## config.mk

```make
export PLATFORM = sky130hd
export DESIGN_NAME = ffdiv_flat
export DESIGN_NICKNAME = d
export VERILOG_FILES = /design/src/rtl/ffdiv_if.sv /design/src/rtl/ffdiv.sv /design/src/flat_wrapper.sv
export SDC_FILE = /design/constraint.sdc
export NUM_CORES = 1
export LEC_CHECK = 0
export ABC_AREA = 1
export BUFFER_PORTS_ARGS = -buffer_cell sky130_fd_sc_hd__buf_2
export CORE_MARGIN = 8
export CORE_UTILIZATION = 50
export CTS_CLUSTER_SIZE = 25
export DETAILED_ROUTE_END_ITERATION = 12
export GPL_TIMING_DRIVEN = 0
export PLACE_DENSITY = 0.82
export SLEW_MARGIN = 20
export SYNTH_ARGS = -nofsm -noshare
export SYNTH_HDL_FRONTEND = slang
export SYNTH_SLANG_ARGS = --single-unit
```

## constraint.sdc

```tcl
create_clock -name clk -period 2.1 [get_ports clk]
set_input_delay 0.63 -clock clk [delete_from_list [all_inputs] [get_ports clk]]
set_output_delay 0.63 -clock clk [all_outputs]
set_load 0.01 [all_outputs]
```

## src/rtl/ffdiv_if.sv

```systemverilog
// ffdiv_if: request/result handshake bundle for the ffdiv divider.
// The dz port exists only when FFDIV_DZ_FLAG_EN is defined.
interface ffdiv_if #(parameter int BITS = 4);
  logic [2*BITS-1:0] n;
  logic [BITS-1:0]   d;
  logic              in_valid;
  logic              in_ready;
  logic [2*BITS-1:0] q;
  logic [BITS-1:0]   r;
  logic              out_valid;
  logic              out_ready;
`ifdef FFDIV_DZ_FLAG_EN
  logic              dz;
  modport master (output n, d, in_valid, out_ready, input in_ready, q, r, out_valid, dz);
  modport slave  (input n, d, in_valid, out_ready, output in_ready, q, r, out_valid, dz);
`else
  modport master (output n, d, in_valid, out_ready, input in_ready, q, r, out_valid);
  modport slave  (input n, d, in_valid, out_ready, output in_ready, q, r, out_valid);
`endif
endinterface

```

## src/rtl/ffdiv.sv

```systemverilog
// ffdiv: multi-cycle restoring divider, one quotient bit per cycle, valid/ready on both sides.
// Optional FFDIV_DZ_FLAG_EN adds a registered divide-by-zero flag (dz).
module ffdiv #(
  parameter int BITS = 4
) (
  input logic    clk,
  input logic    rst,
  ffdiv_if.slave bus
);
  localparam int W  = 2 * BITS;
  localparam int CW = $clog2(W + 1);
  localparam logic [1:0] S_IDLE = 2'd0;
  localparam logic [1:0] S_RUN  = 2'd1;
  localparam logic [1:0] S_DONE = 2'd2;
  logic [1:0]      r_state;
  logic [BITS-1:0] r_pr;
  logic [W-1:0]    r_qs;
  logic [BITS-1:0] r_d;
  logic [CW-1:0]   r_cnt;
  logic [BITS:0]   w_sh;
  logic [BITS-1:0] w_dif;
  logic            w_ge;
  // w_sh carries the guard bit so the compare cannot overflow for d near 2^BITS-1
  assign w_sh  = {r_pr, r_qs[W-1]};
  assign w_ge  = w_sh >= {1'b0, r_d};
  assign w_dif = w_sh[BITS-1:0] - r_d;
  always_ff @(posedge clk or negedge rst) begin
    if (!rst) begin
      r_state <= S_IDLE;
      r_pr    <= '0;
      r_qs    <= '0;
      r_d     <= '0;
      r_cnt   <= '0;
    end else if (r_state == S_IDLE) begin
      if (bus.in_valid) begin
        r_d   <= bus.d;
        r_cnt <= CW'(W);
        if (bus.d == '0) begin
          r_state <= S_DONE;
          r_qs    <= '1;
          r_pr    <= bus.n[BITS-1:0];
        end else begin
          r_state <= S_RUN;
          r_qs    <= bus.n;
          r_pr    <= '0;
        end
      end
    end else if (r_state == S_RUN) begin
      r_pr    <= w_ge ? w_dif : w_sh[BITS-1:0];
      r_qs    <= {r_qs[W-2:0], w_ge};
      r_cnt   <= r_cnt - CW'(1);
      r_state <= (r_cnt == CW'(1)) ? S_DONE : S_RUN;
    end else if (bus.out_ready) begin
      r_state <= S_IDLE;
    end
  end
`ifdef FFDIV_DZ_FLAG_EN
  logic r_dz;
  always_ff @(posedge clk or negedge rst) begin
    if (!rst)
      r_dz <= 1'b0;
    else if (r_state == S_IDLE && bus.in_valid)
      r_dz <= bus.d == '0;
    else if (r_state != S_IDLE && r_state != S_RUN && bus.out_ready)
      r_dz <= 1'b0;
  end
  assign bus.dz = r_dz;
`endif
  assign bus.in_ready  = r_state == S_IDLE;
  assign bus.out_valid = r_state == S_DONE;
  assign bus.q         = r_qs;
  assign bus.r         = r_pr;
endmodule
```

## src/flat_wrapper.sv

```systemverilog
// flat-port wrapper written by rule: the top's interface ports become plain ports
module ffdiv_flat 
#(
  parameter int BITS = 4
)
  (clk, rst, bus_n, bus_d, bus_in_valid, bus_out_ready, bus_in_ready, bus_q, bus_r, bus_out_valid);
  ffdiv_if #(.BITS(BITS)) bus_i ();
  input logic clk;
  input logic rst;
  input wire logic [$bits(bus_i.n)-1:0] bus_n;
  input wire logic [$bits(bus_i.d)-1:0] bus_d;
  input wire logic [$bits(bus_i.in_valid)-1:0] bus_in_valid;
  input wire logic [$bits(bus_i.out_ready)-1:0] bus_out_ready;
  output wire logic [$bits(bus_i.in_ready)-1:0] bus_in_ready;
  output wire logic [$bits(bus_i.q)-1:0] bus_q;
  output wire logic [$bits(bus_i.r)-1:0] bus_r;
  output wire logic [$bits(bus_i.out_valid)-1:0] bus_out_valid;
  assign bus_i.n = bus_n;
  assign bus_i.d = bus_d;
  assign bus_i.in_valid = bus_in_valid;
  assign bus_i.out_ready = bus_out_ready;
  assign bus_in_ready = bus_i.in_ready;
  assign bus_q = bus_i.q;
  assign bus_r = bus_i.r;
  assign bus_out_valid = bus_i.out_valid;
  ffdiv #(.BITS(BITS)) u_core (.clk(clk), .rst(rst), .bus(bus_i));
endmodule
```

# Yosys cells after proc, flatten, opt, wreduce, memory -nomap -nowiden
# Cells that the tools add are included.
# W data, S select, Z words.
# op_classes
add_sub_neg	2
n_lt_le_gt_ge	1
eq_ne	4
mux	18
n_reduce_logical	7
# op_table
operator	n
$mux W4	8
$mux W8	4
$mux W2	6
$reduce_and A2 Y1	3
$ge A5 B4 Y1	1
$eq A4 B1 Y1 const B	1
$logic_not A4 Y1	1
$sub A4 B1 Y4 const B	1
$sub A4 B4 Y4	1
$reduce_bool A3 Y1	1
$eq A2 B1 Y1 const B	1
$eq A2 B2 Y1 const B	1
$logic_not A2 Y1	1
$ne A2 B2 Y1 const B	1
$reduce_bool A2 Y1	1
# word_totals
register_bits	22
in_bits	16
out_inout_bits	14
wordCells	37

# Depth between registers and ports, before layout
# logic_depth
ltp_word	4
depth_mapped	12

# Worst setup path after synthesis
# OpenSTA, ideal clock, no wires.
# synth_timing
kind	reg2reg
startpoint	register u_core.r_pr[1] (netlist: u_core.bus.r[1])
endpoint	register u_core.r_pr[2] (netlist: u_core.bus.r[2])
setup_time_ns	0.115
arrival_ns	1.453
required_ns	1.985
path_slack_ns	0.531
path_stages_with_launch	10
cell_sequence	dfrtp_1 ha_1 a21oi_1 nand2_1 nand2_1 nand2_1 nand2_1 nand2_1 nor2_1 nor2_1
# synth_between
elab_chain_len	4
elab_cells_between_ends	5
cone_classes	add/sub: 1; order compare: 1; mux: 3
# synth_rtl
item	line	rtl
start, declared	ffdiv.sv:16	logic [BITS-1:0] r_pr;
start signal, assigned	ffdiv.sv:41	r_pr <= bus.n[BITS-1:0];
start signal, assigned	ffdiv.sv:49	r_pr <= w_ge ? w_dif : w_sh[BITS-1:0];
$sub A4 B4 Y4 / $ge A5 B4 Y1 (equally long branches)	ffdiv.sv:26, ffdiv.sv:25	
$mux W4 (*)	ffdiv.sv:49	
$mux W4 (*)	ffdiv.sv:48	end else if (r_state == S_RUN) begin
$mux W4 (*)	ffdiv.sv:34	end else if (r_state == S_IDLE) begin
# Every way passes the cells marked *; elsewhere a longest branch is shown, timed or not. The select of a mux whose other input is x is not followed.
# A chain may end at the register's enable or synchronous reset.

# Worst setup path in the final report
# Same ends and word-level chain as after synthesis.

==> flow_summary_export.csv <==
group,metric,value,unit
pwr,power_frac_comb,0.625,
clock_tree,postCtsHoldBufs,0,
yosys,synth_largest_area_cell,"dfrtp_1",
setup_path,arrival,1.93,ns
sta,holdWs,0.269,ns
place,post-place-cells,217,
drt,drt_iter0_markers,26,
drt,antenna_left,0,
setup_path,crit_top_cell,"nand2_1",
drt,avgRoutedWirePerCell,13.2,um
sta,finalMaxSlewViolations,0,
sta,setup_viol,0,
place,dp_hpwl,2420,um
floorplan,die_area,0.00440,mm2
global_routing,grt_pass1_vias,1217,
sta,rsz0062_at_grt,"false",
sta,fin_tns_setup,0,ns
global_routing,grt_usage,0.148,
place,gp_congestion,0.880,
clock_tree,post_cts_resized,0,
setup_path,slowest_delay,0.42,ns
setup_path,required,2.31,ns
layout,layout_common_cells,"nand2_1, buf_2, inv_1, dfrtp_1, o21ai_0",
floorplan,start_util,0.521,
pwr,clkPwrFrac,0.071,
sta,hold_viol,0,
yosys,synth_top_area_share,0.434,
clock_tree,cts_tree,"done",
status,outcome,"completed",
setup_path,crit_type,"flip-flop to flip-flop",
sta,fmax,580,MHz
setup_path,cp_top_family,"simple AND/OR/NAND/NOR gates",
clock_tree,cts_setup_buffers,0,
layout,syn_to_final_growth,16.2,%
sta,min_period_over_period,0.820,
drt,drc,0,
floorplan,row_count,18,
setup_path,critPathBufInv,0,
drt,vias,1139,
layout,regArea,551,um2
setup_path,endpoint_kind,"flip-flop",
clock_tree,cts.sinks,22,
clock_tree,cts_root_buf,"clkbuf_4",
layout,nFillCells,229,
layout,multi_input_area,596,um2
sta,finalCriticalPeriod,1.72,ns
pwr,p_seq_frac,0.304,
layout,drive_gt1_frac,0.253,
clock_tree,path_clk_slew,0.11,ns
yosys,ys_ff_latch,22,
layout,layout_commonest_cell,"nand2_1",
worst_hold_path,hold_path.class,"input pin to asynchronous set/reset pin",
drt,dr.pass1.iters,4,
setup_path,start_kind,"flip-flop",
yosys,ys_seq_area_frac,0.434,
pwr,power.density,1800,mW/mm2
place,pre_cts_ws,0.360,ns
pwr,finalPower,0.00265,W
yosys,syn_nets,181,
layout,stdcell_count,220,
yosys,syn_area,0.00127,mm2
sta,maxSlewHeadroom,0.682,
clock_tree,clockBufferDepth,2,
clock_tree,cts_max_level,1,
yosys,yosysWarnings,0,
pwr,p_int,0.00137,W
floorplan,die_h,66.4,um
setup_path,crit_slowest_cell,"dfrtp_1",
floorplan,fp.coreArea,0.00243,mm2
flow_run,maxCapViolCount,0,
layout,insertedDiodeCount,0,
pwr,power.switching,0.00129,W
clock_tree,cts_buffers,3,
pwr,swShare,0.485,
setup_path,cp_cell_sequence,"ha_1 -> a21oi_1 -> nand2_1 -> nand2_1 -> nand2_1 -> nand2_1 -> nand2_1 -> nor2_1 -> nor2_1",
place,numPortBuffers,29,
sta,finalWorstSetupSlack,0.377,ns
global_routing,grt_overflow,0,
sta,final.setup_skew,0.00141,ns
yosys,yosys-top-cells-area,"dfrtp_1, nand2_1, o21ai_0",
drt,vias_per_cell,5.18,
global_routing,grt_start_max_net_pins,23,
pwr,p_leak,0.793,nW
yosys,synth_area_per_cell,8.02,um2
pwr,vdd_drop_max,0.919,mV
floorplan,fp.dieW,66.4,um
floorplan,ios,30,
global_routing,antenna_found_initial,0,
layout,final_nets,215,
global_routing,grt_pass1_wl,5200,um
clock_tree,insertion_delay,0.30,ns
setup_path,crit_fanout,5,
drt,finalWirelength,2900,um
yosys,synth.distinct_cells,23,
yosys,synthCells,158,
sta,tightest_slew,0.477,ns
cell type report:
class / count / area share
plain buffers: 3 / 0.0161
inverters: 26 / 0.0663
flip-flops and latches: 22 / 0.374
repair buffers: 29 / 0.0986
clock buffers: 3 / 0.0153
multi-input cells: 107 / 0.404
well taps: 30 / 0.0255
sequential cells by signal, summed over array words and instances (netlist names):
signal          flops
u_core.bus.r        4
u_core.r_d          4
u_core.r_state      2
u_core.r_cnt        4
u_core.bus.q        8
power by group through the flow:
stage,combinational (W),clock (W),sequential (W)
final,0.00166,0.000187,0.000807
after CTS,0.00168,0.000194,0.000806
after detailed placement,0.00167,0,0.000816
after floorplan,0.00118,0,0.000840
after global placement,0.00160,0,0.000800
after global routing,0.00192,0.000211,0.000831
worst paths after layout:
check	start	to	slack [ns]	cells past startpoint
max	u_core.bus.r[1]$_DFFE_PN0P_	u_core.bus.r[2]$_DFFE_PN0P_	0.38	9
min	rst	u_core.r_d[3]$_DFFE_PN0P_	0.27	1
max reg2reg	u_core.bus.r[1]$_DFFE_PN0P_	u_core.bus.r[2]$_DFFE_PN0P_	0.38	9
min reg2reg	u_core.r_d[3]$_DFFE_PN0P_	u_core.r_d[3]$_DFFE_PN0P_	0.51	2
max in group asynchronous	rst	u_core.r_state[1]$_DFFE_PN0P_	1.51	1
min in group clk	u_core.r_d[3]$_DFFE_PN0P_	u_core.r_d[3]$_DFFE_PN0P_	0.51	2
metrics by stage:
stage / util / cell area [um2]
floorplan: - / 1270
global placement: 0.596 / 1450
detailed placement: 0.596 / 1450
CTS: 0.605 / 1470
global route: 0.605 / 1470
finish: 0.605 / 1470
metal layers:
layer | global-route usage | vias to the layer above | part of all wire
met3 | 0.0254 | 4 | 0.039
met4 | 0.0667 | 0 | 0.012
met5 | 0 | - | 0
met1 | 0.167 | 526 | 0.43
met2 | 0.263 | 23 | 0.52
li1 | - | 586 | -
cells in the mapped netlist, drive strengths merged:
master	instances
dfrtp	22
nor2	12
a21oi	10
o21ai	18
or2	2
xnor2	1
inv	26
nand2	35
nand3	10
o22a	1
nand4	2
fa	1
buf	3
o22ai	9
ha	6
logic make-up after synthesis:
group,synth area share
fa+ha+maj,0.0750
compound gates,0.168
flops,0.434
simple gates,0.220
buf+inv,0.0958
xor+xnor,0.00691
Note: power is estimated with default switching activity, not from simulation.
